==> config.mk <==
export PLATFORM = sky130hd
export DESIGN_NAME = lcd_cmd_engine_flat
export DESIGN_NICKNAME = d
export VERILOG_FILES = /design/src/rtl/lcd_cmd_engine_pkg.sv /design/src/rtl/lcd_cmd_engine_if.sv /design/src/rtl/lcd_cmd_engine_sync_fifo.sv /design/src/rtl/lcd_cmd_engine.sv /design/src/flat_wrapper.sv
export SDC_FILE = /design/constraint.sdc
export NUM_CORES = 1
export LEC_CHECK = 0
export ABC_CLOCK_PERIOD_IN_PS = 3600
export CORE_ASPECT_RATIO = 1.4
export CORE_MARGIN = 2
export CORE_UTILIZATION = 60
export DETAILED_ROUTE_END_ITERATION = 10
export PLACE_DENSITY_LB_ADDON = 0.08
export SLEW_MARGIN = 20
export SYNTH_ARGS = -nofsm -noshare
export SYNTH_HDL_FRONTEND = slang
export SYNTH_SLANG_ARGS = --single-unit
==> constraint.sdc <==
create_clock -name sysclk -period 3.6 [get_ports sysclk]
set_clock_uncertainty 0.2 [all_clocks]
set_input_delay 0.72 -clock sysclk [delete_from_list [all_inputs] [get_ports sysclk]]
set_output_delay 0.72 -clock sysclk [all_outputs]
set_load 0.02 [all_outputs]
==> src/rtl/lcd_cmd_engine_pkg.sv <==
// Shared types and constants for the LCD command engine: FSM states, HD44780
// command codes and a helper that picks the long post-command wait.
package lcd_cmd_engine_pkg;

    typedef enum logic [2:0] {
        StIdle,
        StSetup,
        StEnHi,
        StHold,
        StExec
    } lcd_state_t;

    localparam logic [7:0] CMD_CLEAR    = 8'h01;
    localparam logic [7:0] CMD_HOME     = 8'h02;
    localparam logic [7:0] CMD_HOME_ALT = 8'h03;

    // Clear/home instructions need the long execution wait.
    function automatic logic is_long_cmd(input logic rs, input logic [7:0] b);
        return !rs && (b == CMD_CLEAR || b == CMD_HOME || b == CMD_HOME_ALT);
    endfunction

    function automatic int unsigned max_u(input int unsigned a, input int unsigned b);
        return (a > b) ? a : b;
    endfunction

endpackage

==> src/rtl/lcd_cmd_engine_if.sv <==
// Request channel into the LCD command engine: {rs, byte} over valid/ready.
interface lcd_cmd_engine_if;
    logic       in_valid;
    logic       in_ready;
    logic       in_rs;
    logic [7:0] in_data;

    modport master (output in_valid, output in_rs, output in_data, input in_ready);
    modport slave  (input in_valid, input in_rs, input in_data, output in_ready);
endinterface

==> src/rtl/lcd_cmd_engine_sync_fifo.sv <==
// Single-clock request FIFO with occupancy count and synchronous flush.
// Flush wins over a same-cycle push; pointers wrap modulo DEPTH (power of two).
module lcd_cmd_engine_sync_fifo #(
    parameter int unsigned W     = 9,
    parameter int unsigned DEPTH = 16
) (
    input  logic                    clk_i,
    input  logic                    rst_ni,
    input  logic                    push_i,
    input  logic                    pop_i,
    input  logic                    flush_i,
    input  logic [W-1:0]            wdata_i,
    output logic [W-1:0]            rdata_o,
    output logic [$clog2(DEPTH):0]  count_o,
    output logic                    full_o,
    output logic                    empty_o
);
    localparam int unsigned AW = $clog2(DEPTH);
    localparam int unsigned CW = AW + 1;

    logic [W-1:0]  mem_q [DEPTH];
    logic [AW-1:0] wr_ptr_q, rd_ptr_q;
    logic [CW-1:0] count_q;
    logic          do_push, do_pop;

    assign full_o  = (count_q == CW'(DEPTH));
    assign empty_o = (count_q == '0);
    assign do_push = push_i && !full_o && !flush_i;
    assign do_pop  = pop_i && !empty_o;
    assign rdata_o = mem_q[rd_ptr_q];
    assign count_o = count_q;

    always_ff @(posedge clk_i or negedge rst_ni) begin
        if (!rst_ni) begin
            wr_ptr_q <= '0;
            rd_ptr_q <= '0;
            count_q  <= '0;
        end else if (flush_i) begin
            wr_ptr_q <= '0;
            rd_ptr_q <= '0;
            count_q  <= '0;
        end else begin
            if (do_push) wr_ptr_q <= wr_ptr_q + AW'(1);
            if (do_pop)  rd_ptr_q <= rd_ptr_q + AW'(1);
            count_q <= count_q + CW'(do_push) - CW'(do_pop);
        end
    end

    always_ff @(posedge clk_i) begin
        if (do_push) mem_q[wr_ptr_q] <= wdata_i;
    end

endmodule

==> src/rtl/lcd_cmd_engine.sv <==
// HD44780-style write engine: buffers {rs, byte} requests and strobes them onto the
// LCD bus in 8- or 4-bit mode, with all bus timing from cycle counters on sysclk.
module lcd_cmd_engine
    import lcd_cmd_engine_pkg::*;
#(
    parameter int unsigned BUS_W        = 8,
    parameter int unsigned FIFO_DEPTH   = 16,
    parameter int unsigned SETUP_CYC    = 4,
    parameter int unsigned EN_HIGH_CYC  = 12,
    parameter int unsigned HOLD_CYC     = 4,
    parameter int unsigned EXEC_CYC     = 2000,
    parameter int unsigned CLR_EXEC_CYC = 80000
) (
    input  logic                         sysclk,
    input  logic                         reset,
    lcd_cmd_engine_if.slave              req,
    input  logic                         flush,
    output logic                         RSout,
    output logic                         RWout,
    output logic [BUS_W-1:0]             dataOut,
    output logic                         enable,
    output logic                         busy,
    output logic                         dataDone,
    output logic [$clog2(FIFO_DEPTH):0]  fifo_count
);
    localparam int unsigned MaxCyc = max_u(max_u(max_u(SETUP_CYC, EN_HIGH_CYC),
                                                 max_u(HOLD_CYC, EXEC_CYC)), CLR_EXEC_CYC);
    localparam int unsigned CntW   = $clog2(MaxCyc) + 1;

    lcd_state_t        state_q, state_d;
    logic [CntW-1:0]   cnt_q, cnt_d;
    logic              rs_q, rs_d;
    logic [7:0]        byte_q, byte_d;
    logic [BUS_W-1:0]  data_q, data_d;
    logic              nib_q, nib_d;
    logic              en_q;
    logic              pop;
    logic [8:0]        head;
    logic              fifo_full, fifo_empty;

    lcd_cmd_engine_sync_fifo #(
        .W     (9),
        .DEPTH (FIFO_DEPTH)
    ) u_fifo (
        .clk_i   (sysclk),
        .rst_ni  (reset),
        .push_i  (req.in_valid),
        .pop_i   (pop),
        .flush_i (flush),
        .wdata_i ({req.in_rs, req.in_data}),
        .rdata_o (head),
        .count_o (fifo_count),
        .full_o  (fifo_full),
        .empty_o (fifo_empty)
    );

    assign req.in_ready = !fifo_full;

    always_comb begin
        state_d = state_q;
        cnt_d   = cnt_q;
        rs_d    = rs_q;
        byte_d  = byte_q;
        data_d  = data_q;
        nib_d   = nib_q;
        pop     = 1'b0;
        case (state_q)
            StIdle: begin
                if (!fifo_empty) begin
                    pop     = 1'b1;
                    rs_d    = head[8];
                    byte_d  = head[7:0];
                    // High nibble first in 4-bit mode; the whole byte in 8-bit mode.
                    data_d  = head[7 -: BUS_W];
                    nib_d   = 1'b0;
                    cnt_d   = CntW'(SETUP_CYC - 1);
                    state_d = StSetup;
                end
            end
            StSetup: begin
                if (cnt_q == '0) begin
                    cnt_d   = CntW'(EN_HIGH_CYC - 1);
                    state_d = StEnHi;
                end else begin
                    cnt_d = cnt_q - CntW'(1);
                end
            end
            StEnHi: begin
                if (cnt_q == '0) begin
                    cnt_d   = CntW'(HOLD_CYC - 1);
                    state_d = StHold;
                end else begin
                    cnt_d = cnt_q - CntW'(1);
                end
            end
            StHold: begin
                if (cnt_q != '0) begin
                    cnt_d = cnt_q - CntW'(1);
                end else if (BUS_W == 4 && !nib_q) begin
                    nib_d   = 1'b1;
                    data_d  = byte_q[BUS_W-1:0];
                    cnt_d   = CntW'(SETUP_CYC - 1);
                    state_d = StSetup;
                end else begin
                    cnt_d   = is_long_cmd(rs_q, byte_q) ? CntW'(CLR_EXEC_CYC - 1)
                                                        : CntW'(EXEC_CYC - 1);
                    state_d = StExec;
                end
            end
            StExec: begin
                if (cnt_q == '0) state_d = StIdle;
                else             cnt_d   = cnt_q - CntW'(1);
            end
            default: state_d = StIdle;
        endcase
    end

    always_ff @(posedge sysclk or negedge reset) begin
        if (!reset) begin
            state_q <= StIdle;
            cnt_q   <= '0;
            rs_q    <= 1'b0;
            byte_q  <= '0;
            data_q  <= '0;
            nib_q   <= 1'b0;
            en_q    <= 1'b0;
        end else begin
            state_q <= state_d;
            cnt_q   <= cnt_d;
            rs_q    <= rs_d;
            byte_q  <= byte_d;
            data_q  <= data_d;
            nib_q   <= nib_d;
            // Registered so the strobe is glitch-free on the pin.
            en_q    <= (state_d == StEnHi);
        end
    end

    assign RSout    = rs_q;
    assign RWout    = 1'b0;
    assign dataOut  = data_q;
    assign enable   = en_q;
    assign busy     = (state_q != StIdle);
    assign dataDone = (state_q == StExec) && (cnt_q == '0);

endmodule

==> src/flat_wrapper.sv <==
// flat-port wrapper written by rule: the top's interface ports become plain ports
module lcd_cmd_engine_flat import lcd_cmd_engine_pkg::*;
#(
    parameter int unsigned BUS_W        = 8,
    parameter int unsigned FIFO_DEPTH   = 16,
    parameter int unsigned SETUP_CYC    = 4,
    parameter int unsigned EN_HIGH_CYC  = 12,
    parameter int unsigned HOLD_CYC     = 4,
    parameter int unsigned EXEC_CYC     = 2000,
    parameter int unsigned CLR_EXEC_CYC = 80000
)
  (sysclk, reset, flush, RSout, RWout, dataOut, enable, busy, dataDone, fifo_count, req_in_valid, req_in_rs, req_in_data, req_in_ready);
  lcd_cmd_engine_if req_i ();
  input  logic sysclk;
  input  logic reset;
  input  logic flush;
  output logic RSout;
  output logic RWout;
  output logic [BUS_W-1:0] dataOut;
  output logic enable;
  output logic busy;
  output logic dataDone;
  output logic [$clog2(FIFO_DEPTH):0] fifo_count;
  input wire logic [$bits(req_i.in_valid)-1:0] req_in_valid;
  input wire logic [$bits(req_i.in_rs)-1:0] req_in_rs;
  input wire logic [$bits(req_i.in_data)-1:0] req_in_data;
  output wire logic [$bits(req_i.in_ready)-1:0] req_in_ready;
  assign req_i.in_valid = req_in_valid;
  assign req_i.in_rs = req_in_rs;
  assign req_i.in_data = req_in_data;
  assign req_in_ready = req_i.in_ready;
  lcd_cmd_engine #(.BUS_W(BUS_W), .FIFO_DEPTH(FIFO_DEPTH), .SETUP_CYC(SETUP_CYC), .EN_HIGH_CYC(EN_HIGH_CYC), .HOLD_CYC(HOLD_CYC), .EXEC_CYC(EXEC_CYC), .CLR_EXEC_CYC(CLR_EXEC_CYC)) u_core (.sysclk(sysclk), .reset(reset), .req(req_i), .flush(flush), .RSout(RSout), .RWout(RWout), .dataOut(dataOut), .enable(enable), .busy(busy), .dataDone(dataDone), .fifo_count(fifo_count));
endmodule
After elaboration in Yosys (flattened, before gate mapping)
Memories as Yosys holds them, arrays and structs flattened. A register that Yosys moved wholly into a read port is not among the register bits.
Index checks and enable logic that the tools add are counted.
{ "classes": {"eq_ne": 11, "add_sub_neg": 5, "muxes": 22, "n_reduce_logical": 22, "bitwise": 1} }
{ "ops": {"columns": ["cell", "count"], "rows": [
  ["two-way mux 18 bit", 5],
  ["case mux 18 bit (5 select lines)", 1],
  ["logical NOT 18 bit", 1],
  ["nonzero test 18 bit", 1],
  ["subtractor 18 x 1 -> 18 bit, second input constant", 1],
  ["two-way mux 17 bit", 1],
  ["== test 8 x 2 -> 1 bit, second input constant", 2],
  ["two-way mux 4 bit", 4],
  ["two-way mux 3 bit", 5],
  ["case mux 3 bit (5 select lines)", 1],
  ["== test 3 x 2 -> 1 bit, second input constant", 3],
  ["adder 4 x 1 -> 4 bit, second input constant", 2],
  ["== test 8 x 1 -> 1 bit, second input constant", 1],
  ["adder 5 x 1 -> 5 bit", 1],
  ["== test 5 bit, second input constant", 1],
  ["logical AND 1 bit", 5],
  ["logical NOT 1 bit", 5],
  ["logical NOT 5 bit", 1],
  ["two-way mux 5 bit", 1],
  ["nonzero test 5 bit", 1],
  ["subtractor 5 x 1 -> 5 bit", 1],
  ["two-way mux 1 bit", 4],
  ["inequality test 2 bit, second input constant", 2],
  ["nonzero test 2 bit", 2],
  ["other kinds (8)", 9]
]} }
{ "word_totals": {"ramBits": 144, "register_bits": 35, "output_inout_bits": 19, "memories": 1} }
{ "mem_list": {"columns": ["name", "depth", "width", "rd", "rd_clocked_by_memory_dff", "write_ports", "line_no", "source"], "rows": [
  ["u_core.u_fifo.mem_q", 16, 9, 1, 1, 1, "lcd_cmd_engine_sync_fifo.sv:21", "logic [W-1:0] mem_q [DEPTH];"]
]} }

Longest topological paths before layout
Gate-level depths: netlist of the first run.
{ "depth": {"depth_word": 7, "ltp_mapped": 14, "depth_no_buf": 14} }

Hierarchy
From an unflattened synthesis of the first run, not the netlist that was laid out.
{ "unflattened": {"hier_cells": 571, "area_unflattened_um2": 8438.1} }
{ "modules_own_cells": {"columns": ["module", "cells_each", "instances", "area_each_um2", "seq_area_each_um2"], "rows": [
  ["lcd_cmd_engine_sync_fifo", 367, 1, 6565.0, 4649.5],
  ["lcd_cmd_engine", 204, 1, 1873.0, 775.7]
]} }

Worst setup path before layout of the first run
No wires, ideal clock.
{ "synth_path": {"path_kind": "register -> register", "start": "register u_core.u_fifo.count_q[2] (netlist: u_core.u_fifo.count_o[2])", "end": "register u_core.u_fifo.count_q[4] (netlist: u_core.u_fifo.count_o[4])", "n_path_buf": 0, "setup_slack_ns": 0.319, "arrival_ns": 3.002, "required_ns": 3.322, "synth_period_minus_slack_ns": 3.281, "setup_ns": 0.078, "stages_incl_launch_ff": 15, "path_cell_list": "dfrtp_1 -> inv_1 -> ha_1 -> nand4bb_1 -> nand2_1 -> nor2_1 -> inv_1 -> ha_1 -> inv_1 -> ha_1 -> fa_1 -> a21oi_1 -> nor2_1 -> or3_1 -> a21oi_1"} }
{ "synth_between": {"elab_chain_cells": 7, "word_cells_on_any_way": 12} }
{ "synth_lines": {"columns": ["item", "line_no", "source"], "rows": [
  ["start: declaration", "lcd_cmd_engine_sync_fifo.sv:23", "logic [CW-1:0] count_q;"],
  ["start signal: assignment", "lcd_cmd_engine_sync_fifo.sv:45", "count_q <= count_q + CW'(do_push) - CW'(do_pop);"],
  ["== test 5 bit", "lcd_cmd_engine_sync_fifo.sv:26", "assign full_o = (count_q == CW'(DEPTH));"],
  ["logical NOT 1 bit", null, null],
  ["via req_in_ready", "flat_wrapper.sv:27", "output wire logic [$bits(req_i.in_ready)-1:0] req_in_ready;"],
  ["logical AND 1 bit (2 in series)", "lcd_cmd_engine_sync_fifo.sv:28", "assign do_push = push_i && !full_o && !flush_i;"],
  ["adder 5 x 1 -> 5 bit", "lcd_cmd_engine_sync_fifo.sv:45", null],
  ["subtractor 5 x 1 -> 5 bit", "lcd_cmd_engine_sync_fifo.sv:45", null],
  ["two-way mux 5 bit", "lcd_cmd_engine_sync_fifo.sv:38", "end else if (flush_i) begin"]
]} }
The timed path passes the listed nets, and every way through them passes these cells.
A chain may end at the register's enable or synchronous reset.

Worst setup path in the final report of the first run
{ "layout_path": {"start": "register u_core.cnt_q[9]", "end": "output dataDone"} }
{ "layout_between": {"elab_chain_cells": 2} }
{ "layout_lines": {"columns": ["item", "line_no", "source"], "rows": [
  ["start: declaration", "lcd_cmd_engine.sv:31", "logic [CntW-1:0] cnt_q, cnt_d;"],
  ["start signal: assignment", "lcd_cmd_engine.sv:129", "cnt_q <= cnt_d;"],
  ["logical NOT 18 bit", "lcd_cmd_engine.sv:144", "assign dataDone = (state_q == StExec) && (cnt_q == '0);"],
  ["logical AND 1 bit", "lcd_cmd_engine.sv:144", null],
  ["end: declaration", "flat_wrapper.sv:22", "output logic dataDone;"]
]} }
Every way passes these cells.

==> results of run 1 <==
==> area by class of cell <==
type | instances | area (µm²) | area share (%)
Timing Repair Buffer | 57 | 513 | 5.39
Clock buffer | 17 | 425 | 4.47
Multi-Input combinational cell | 289 | 2670 | 28.1
Sequential cell | 188 | 5430 | 57.1
Tap cell | 182 | 228 | 2.39
Inverter | 17 | 63.8 | 0.671
Clock inverter | 15 | 181 | 1.91
==> state kept, by name, indices dropped and copies added, names as in the netlist <==
register and cells:
u_core.byte_q 8, u_core.u_fifo.mem_q 144, u_core.u_fifo.count_o 5, u_core.enable 1, u_core.state_q 3, u_core.u_fifo.rd_ptr_q 4, u_core.u_fifo.wr_ptr_q 4, u_core.cnt_q 18
u_core.RSout 1
==> logic make-up (layout without fill, tap and decap cells) <==
logic type                 after synthesis  count (layout)
DFF                                    188             188
and+or+nand+nor                        125             125
AOI/OAI and AO/OA                       83              83
muxes                                   55              55
buffers and inverters                   42             106
adders and majority gates               14              14
xor gates and xnor gates                11              11
other                                    1               1
==> cells in the final DEF (no fill, tap or decap), types with 8 or more instances in the layout <==
cell	instances
inv_1	17
nor2_1	34
ha_1	13
nand2_1	22
nor3_1	14
nand3_1	8
clkdlybuf4s50_1	29
clkbuf_16	17
or3_1	8
dfrtp_1	43
mux4_2	43
o21ai_0	10
buf_4	27
edfxtp_1	144
a21oi_1	21
==> how the worst max path moves through the flow <==
stage	to	slack, ps
floorplan	u_core.u_fifo.count_o[4]	320
global route	dataDone	170
CTS	dataDone	270
detailed placement	u_core.u_fifo.count_o[4]	120
global placement	u_core.u_fifo.count_o[4]	200
finish	dataDone	280
==> power by group through the flow <==
stage	combinational, mW	clock, mW	sequential (mW)
detailed placement	1.03	0	2.80
floorplan	0.609	0	2.81
global route	1.14	1.98	2.78
finish	1.04	1.88	2.76
CTS	1.04	1.90	2.75
global placement	1.00	0	2.78
==> layer usage <==
metal  global-route usage [%]  routed length [µm]  up-vias
met3                     5.53                 798       30
met2                     45.0                9620      167
met4                     8.73                 490        0
met5                        0                   0        -
met1                     31.5                6700     2413
li1                         -                   -     2160
==> implementation parameters, run 1 <==
Parameter                              Value

Run status
  Status ... completed

STA
  Final count of pins violating max slew ... 0
  Measured slew at the worst slew-check pin ... between 600 and 700 ps
  Final setup viols ... 0
  Minimum clock period after layout ... roughly 3300 ps
  Ratio of final minimum period to clock period ... 92.3%
  Setup TNS ... 0 ps
  Unrepaired setup endpoints after global routing ... no
  Worst hold slack ... about 71 ps
  Final hold viol count ... 0
  Slack of the critical path ... 278 ps
  Slew headroom ... about 55%
  Highest Clock Rate ... ~300 MHz

Synthesis
  Simple-Gate Fraction of Synth Area ... about 8%
  Netlist area before placement ... 8310 µm²
  Syn Nets ... between 500 and 600
  Number of distinct library cells after synthesis ... 63
  Post-synthesis xor/xnor area fraction ... 1.16%
  Main area contributors after synthesis ... edfxtp_1 (52%), dfrtp_1 (13%), mux4_2 (12%)
  Most common flop cell mapped by yosys ... edfxtp_1
  Number of enable flip-flop cells after synthesis ... between 100 and 150
  Share of synthesized cell area in full adder, half adder and majority cells ... 2.20%
  Seq/Total Area, Yosys ... between 60% and 70%
  Most repeated cell in the gate-level netlist after synthesis ... edfxtp_1
  Library cell occupying the most area in the post-synthesis netlist ... edfxtp_1
  Number of instances in the synthesized netlist ... slightly above 500
  Register bit count reported by yosys ... about 190
  Yosys top cell area share ... a little over half
  Share of the synthesized area in compound gates (AO/OA/AOI/OAI) ... 6.65%
  Number of synthesis warnings ... 0
  Most frequent cells after synthesis ... edfxtp_1 (144), dfrtp_1 (44), mux4_2 (43), nor2_1 (34), nand2_1 (22)
  Synth Area per Inst ... about 16 µm²
  Combinational family with the most area after synthesis ... multiplexers
  Share of synthesized registers carrying an async set or reset ... roughly a quarter
  Fraction of synthesized area in multiplexers ... between 10% and 20%

Drt
  DRC violation count after routing ... 0
  DR vias/cell ... slightly above 6
  Number of antenna-violating nets in the routed design ... 0
  Vias after detailed routing ... about 4,800
  Total Wirelength ... 17,600 µm
  Number of violations reported at the end of detailed-routing iteration 0 ... between 300 and 400
  Routed WL per cell ... roughly 23 µm
  Drt first pass iters ... 8

Global route
  Pin count of the biggest net entering global routing ... 45
  Initial antenna violation count ... 0
  Number of global-route vias before repair ... between 4,000 and 5,000
  Wire length of the first global-routing pass ... around 27,000 µm
  Total routing usage reported by global routing ... 25.8%
  Leftover overflow at the end of global routing ... 0

Worst setup path
  FF-to-FF Start ... u_core.u_fifo.count_o[3]
  Worst path cell trace ... nor4_4, and3_1, nand2_4, nor2_1, clkdlybuf4s50_1
  Type of the worst setup path ... reg2out
  Critical Path RT ... 2680 ps
  Critical-path maximum fanout ... 7
  Kind of start point of the critical path ... register
  Standard cell with the maximum stage delay on the critical path ... clkdlybuf4s50_1
  Start point of the critical path ... u_core.cnt_q[9]
  Capturing point of the worst reg2reg path ... u_core.u_fifo.count_o[4]
  Endpoint class of the critical path ... output port
  Flop-to-flop setup slack ... approximately 450 ps
  Arr. time, crit path ... 2400 ps
  R2r worst-path depth ... 12
  Cell depth of the worst setup path ... 5
  Critical path's largest stage delay ... between 600 and 700 ps
  Top Family by Delay on Critical Path ... simple AND/OR/NAND/NOR gates
  Worst Path Buf+Inv ... 1

Clock tree
  TritonCTS clock tree ... done
  Post-CTS sizing ... 0
  Maximum number of buffers from clock root to sink ... 2
  Root buf cell ... clkbuf_16
  Number of post-CTS setup repair buffers ... 0
  Total clock buffers created by CTS ... 17
  Clock tree sinks ... ~190
  CTS H-Tree Depth ... 4
  # hold bufs at CTS ... 0
  Insertion delay to the later sink of the worst-skew pair ... around 430 ps
  Clock-pin transition on the worst setup and hold timing paths ... ~80 ps

Final layout
  ANT cells ... 0
  Fill cell total of the finished layout ... between 800 and 900
  Post-layout net count ... about 600
  Post-route cell area ... approximately 9500 µm²
  Layout overhead on the synthesized area ... 14.4%
  Fraction of final layout cells with drive strength greater than 1 ... a little over a fifth
  Final design utilization ... ~71%
  Filler-free cell count of the finished design ... approximately 770

Power and ir drop
  Worst VDD drop ... about 0.00036 V
  Total power consumption of the routed design ... around 5.7 mW
  Combinational group share of total power ... ~18%
  Switching power ... ~1.6 mW
  Total power per unit cell area ... just under 600 nW/µm²
  Switching power as a share of total power ... between 20 and 30%
  Power share of the clock group ... between 30% and 40%
  Part of the total power dissipated in sequential elements ... 48.6%
  Static leakage power ... 3.34 nW
  Int Pwr ... around 4.1 mW

Floorplan
  Die height ... around 140 µm
  Placeable core region ... between 10,000 and 15,000 µm²
  DIE WIDTH ... between 100 and 150 µm
  Starting utilization of the core area ... between 60% and 70%
  Number of top-level pins ... 32
  Floorplan row count ... 50
  Die footprint ... between 10,000 and 15,000 µm²

Worst hold path
  Min-Delay Path Class ... in2async

Placed design
  Global placer's final weighted congestion ... slightly above 0.9
  Worst setup timing slack at the placement stage ... between 100 and 150 ps
  Half-perimeter wire length of the detailed placement result ... ~12,000 µm
  Placed cells ... around 730
  Buffers added on ports ... 30
  Area of placed instances ... between 8000 and 9000 µm²

Run
  Max-cap violations ... 0
Note: power is estimated with default switching activity, not from simulation.
==> run 2: changes to the inputs <==
--- a/config.mk
+++ b/config.mk
@@ -6,12 +6,15 @@
 export NUM_CORES = 1
 export LEC_CHECK = 0
 export ABC_CLOCK_PERIOD_IN_PS = 3600
+export CELL_PAD_IN_SITES_DETAIL_PLACEMENT = 0
+export CELL_PAD_IN_SITES_GLOBAL_PLACEMENT = 1
 export CORE_ASPECT_RATIO = 1.4
 export CORE_MARGIN = 2
-export CORE_UTILIZATION = 60
+export CORE_UTILIZATION = 52
 export DETAILED_ROUTE_END_ITERATION = 10
 export PLACE_DENSITY_LB_ADDON = 0.08
 export SLEW_MARGIN = 20
 export SYNTH_ARGS = -nofsm -noshare
 export SYNTH_HDL_FRONTEND = slang
+export SYNTH_HIERARCHICAL = 1
 export SYNTH_SLANG_ARGS = --single-unit
==> implementation parameters, run 2 <==
Parameter                              Value

Run status
  Status ... completed

Placed design
  Half-perimeter wire length of the detailed placement result ... 12,500 µm (+8.1%)
  Buffers added on ports ... 30 (unchanged)
  Area of placed instances ... 9060 µm² (+1.8%)
  Global placer's final weighted congestion ... 0.864 (-6.4%)
  Worst setup timing slack at the placement stage ... 201 ps (+77.7 ps)
  Placed cells ... 805 (+9.8%)

Final layout
  Commonest non-fill, non-tap cells in the layout ... edfxtp_1 (144), dfrtp_1 (43), nor2_1 (37), mux2i_1 (37), nand2_1 (36)
  Commonest non-fill, non-tap cell in the layout ... edfxtp_1
  Final design utilization ... 60.2% (-11 points)
  Register with the highest flop count ... u_core/u_fifo/mem_q
  ANT cells ... 0 (unchanged)
  Layout overhead on the synthesized area ... 14.4% (about the same)
  Fraction of final layout cells with drive strength greater than 1 ... 19.1% (-1.8 points)
  Filler-free cell count of the finished design ... 837 (+9.4%)
  Post-route cell area ... 9650 µm² (+1.5%)
  Post-layout net count ... 652 (+9.2%)
  Number of flip-flops in the largest register ... 144 (unchanged)

Worst setup path
  Type of the worst setup path ... reg2reg
  Flop-to-flop setup slack ... 260 ps (-190 ps)
  R2r worst-path depth ... 16 (+4)
  Arr. time, crit path ... 3490 ps (+1090 ps)
  Critical Path RT ... 3750 ps (+1070 ps)
  Kind of start point of the critical path ... register
  FF-to-FF Start ... u_core/u_fifo/count_o[3]
  Critical-path maximum fanout ... 5 (-2)
  Capturing point of the worst reg2reg path ... u_core/u_fifo/count_o[4]
  Endpoint class of the critical path ... register

Synthesis
  Main area contributors after synthesis ... edfxtp_1 (51%), dfrtp_1 (13%), mux2i_1 (4.4%)
  Number of instances in the synthesized netlist ... 571 (+10%)
  Library cell occupying the most area in the post-synthesis netlist ... edfxtp_1
  Synth Area per Inst ... 14.8 µm² (-7.7%)
  Netlist area before placement ... 8440 µm² (+1.5%)
  Most repeated cell in the gate-level netlist after synthesis ... edfxtp_1
  Yosys top cell area share ... 51.2% (-0.78 points)
  Most common flop cell mapped by yosys ... edfxtp_1
  Share of synthesized registers carrying an async set or reset ... 23.4% (unchanged)
  Number of enable flip-flop cells after synthesis ... 144 (unchanged)
  Register bit count reported by yosys ... 188 (unchanged)
  Syn Nets ... 598 (+9.5%)
  Number of distinct library cells after synthesis ... 63 (unchanged)
  Most frequent cells after synthesis ... edfxtp_1 (144), dfrtp_1 (44), mux2i_1 (37), nor2_1 (37), nand2_1 (36)
  Number of synthesis warnings ... 6 (+6)
  Seq/Total Area, Yosys ... 64.3% (-0.98 points)

Global route
  Total routing usage reported by global routing ... 21.0% (-4.8 points)
  Pin count of the biggest net entering global routing ... 33 (-27%)
  Number of global-route vias before repair ... 5,063 (+5.3%)
  Met1 GRT Util ... 23.8% (-7.7 points)
  Global Route met3 Usage ... 3.68% (-1.8 points)
  GRT busiest layer ... met2
  Wire length of the first global-routing pass ... 27,100 µm (-0.86%)
  Leftover overflow at the end of global routing ... 0 (unchanged)
  Met2 usage ... 38.3% (-6.7 points)
  Initial antenna violation count ... 0 (unchanged)

Power and ir drop
  Int Pwr ... 4.05 mW (about the same)
  Total power consumption of the routed design ... 5.64 mW (-0.49%)
  Switching power ... 1.59 mW (-1.5%)
  Switching power as a share of total power ... 28.1% (-0.30 points)
  Part of the total power dissipated in sequential elements ... 48.5% (about the same)
  Combinational group share of total power ... 18.6% (+0.3 points)
  Static leakage power ... 3.35 nW (+0.37%)
  Power share of the clock group ... 32.9% (-0.2 points)
  Total power per unit cell area ... 585 nW/µm² (-1.9%)
  Worst VDD drop ... 0.000458 V (+28%)

Drt
  DR vias/cell ... 5.89 (-5.5%)
  Number of violations reported at the end of detailed-routing iteration 0 ... 398 (+2.6%)
  Number of antenna-violating nets in the routed design ... 0 (unchanged)
  Drt first pass iters ... 5 (-3)
  Total Wirelength ... 17,400 µm (-1.3%)
  Routed WL per cell ... 20.8 µm (-9.8%)
  Vias after detailed routing ... 4,933 (+3.4%)
  DRC violation count after routing ... 0 (unchanged)

STA
  Highest Clock Rate ... 300 MHz (-0.48%)
  Slew headroom ... 51.2% (-3.5 points)
  Final hold viol count ... 0 (unchanged)
  Setup TNS ... 0 ps (unchanged)
  Slack of the critical path ... 262 ps (-16.2 ps)
  Worst hold slack ... 139 ps (+68.2 ps)
  Minimum clock period after layout ... 3340 ps (+16.2 ps)
  Ratio of final minimum period to clock period ... 92.7% (+0.45 points)
  Measured slew at the worst slew-check pin ... 732 ps (+52.9 ps)
  Unrepaired setup endpoints after global routing ... no
  Final setup viols ... 0 (unchanged)
  Final count of pins violating max slew ... 0 (unchanged)

Clock tree
  Insertion delay to the later sink of the worst-skew pair ... 440 ps (about the same)
  Clock-pin transition on the worst setup and hold timing paths ... 70 ps (about the same)
  # hold bufs at CTS ... 0 (unchanged)
  Number of post-CTS setup repair buffers ... 0 (unchanged)
  Post-CTS sizing ... 1 (+1)
  TritonCTS clock tree ... done
  CTS H-Tree Depth ... 4 (unchanged)
  Total clock buffers created by CTS ... 17 (unchanged)
  Clock tree sinks ... 188 (unchanged)
  Root buf cell ... clkbuf_16
  Maximum number of buffers from clock root to sink ... 2 (unchanged)

Floorplan
  Starting utilization of the core area ... 52.6% (-9.2 points)
  Die height ... 155 µm (+8.0%)
  Floorplan row count ... 55 (+10%)
  DIE WIDTH ... 112 µm (+7.9%)
  Placeable core region ... 16,000 µm² (+19%)
  Die footprint ... 17,300 µm² (+17%)
  Number of top-level pins ... 32 (unchanged)

Worst hold path
  Min-Delay Path Class ... in2async

Run
  Max-cap violations ... 0 (unchanged)
## run 2: final cells by class
class,instances,area [µm²]
Inverter,24,90.1
Clock inverter,14,160
Timing Repair Buffer,61,539
Clock buffer,18,429
Fill cell,1228,6380
Tap cell,199,249
Sequential cell,188,5430
Multi-Input combinational cell,333,2760
## run 2: how the worst max path moves through the flow
| stage | start | to | slack (ps) | cells after the start |
|---|---|---|---|---|
| after global routing | u_core/u_fifo/count_o[3] | u_core/u_fifo/count_o[4] | 30 | 16 |
| final | u_core/u_fifo/count_o[3] | u_core/u_fifo/count_o[4] | 260 | 16 |
| after detailed placement | req_in_valid | u_core/u_fifo/count_o[4] | 200 | 13 |
| after CTS | u_core/u_fifo/count_o[3] | u_core/u_fifo/count_o[4] | 230 | 16 |
| after global placement | req_in_valid | u_core/u_fifo/count_o[4] | 280 | 13 |
| after floorplan | u_core/state_q[2] | u_core/u_fifo/count_o[4] | 40 | 16 |
## run 2: logic make-up after synthesis
family / share of synthesized area, %
DFF: 64.3
and+or+nand+nor: 8.84
AOI/OAI and AO/OA: 9.85
muxes: 10.7
buffers and inverters: 3.11
adders and majority gates: 2.16
xor gates and xnor gates: 1.04
other: 0.0444
## run 2: metal layers
| metal | vias to the layer above | routed length, µm |
|---|---|---|
| li1 | 2309 | - |
| met1 | 2450 | 6540 |
| met2 | 137 | 9770 |
| met3 | 37 | 561 |
| met4 | 0 | 503 |
| met5 | - | 0 |
## run 2: critical path, stage by stage (launching register included)
cell and delay [ps]:
dfrtp_1 410, inv_1 90, ha_1 180, or4b_4 510
inv_1 150, nor2_1 80, nand2_1 120, inv_1 60
ha_1 260, inv_1 60, ha_1 150, inv_1 60
fa_1 430, nor2b_2 140, o21bai_1 100, nand3_1 90
nor3b_1 180
## run 2: power by group through the flow
stage               Clock [mW]  Sequential, mW  Combinational [mW]
floorplan                    0            2.80               0.607
detailed placement           0            2.78                1.05
global route              1.99            2.76                1.15
CTS                       1.90            2.73                1.06
finish                    1.86            2.74                1.05
global placement             0            2.76                1.03
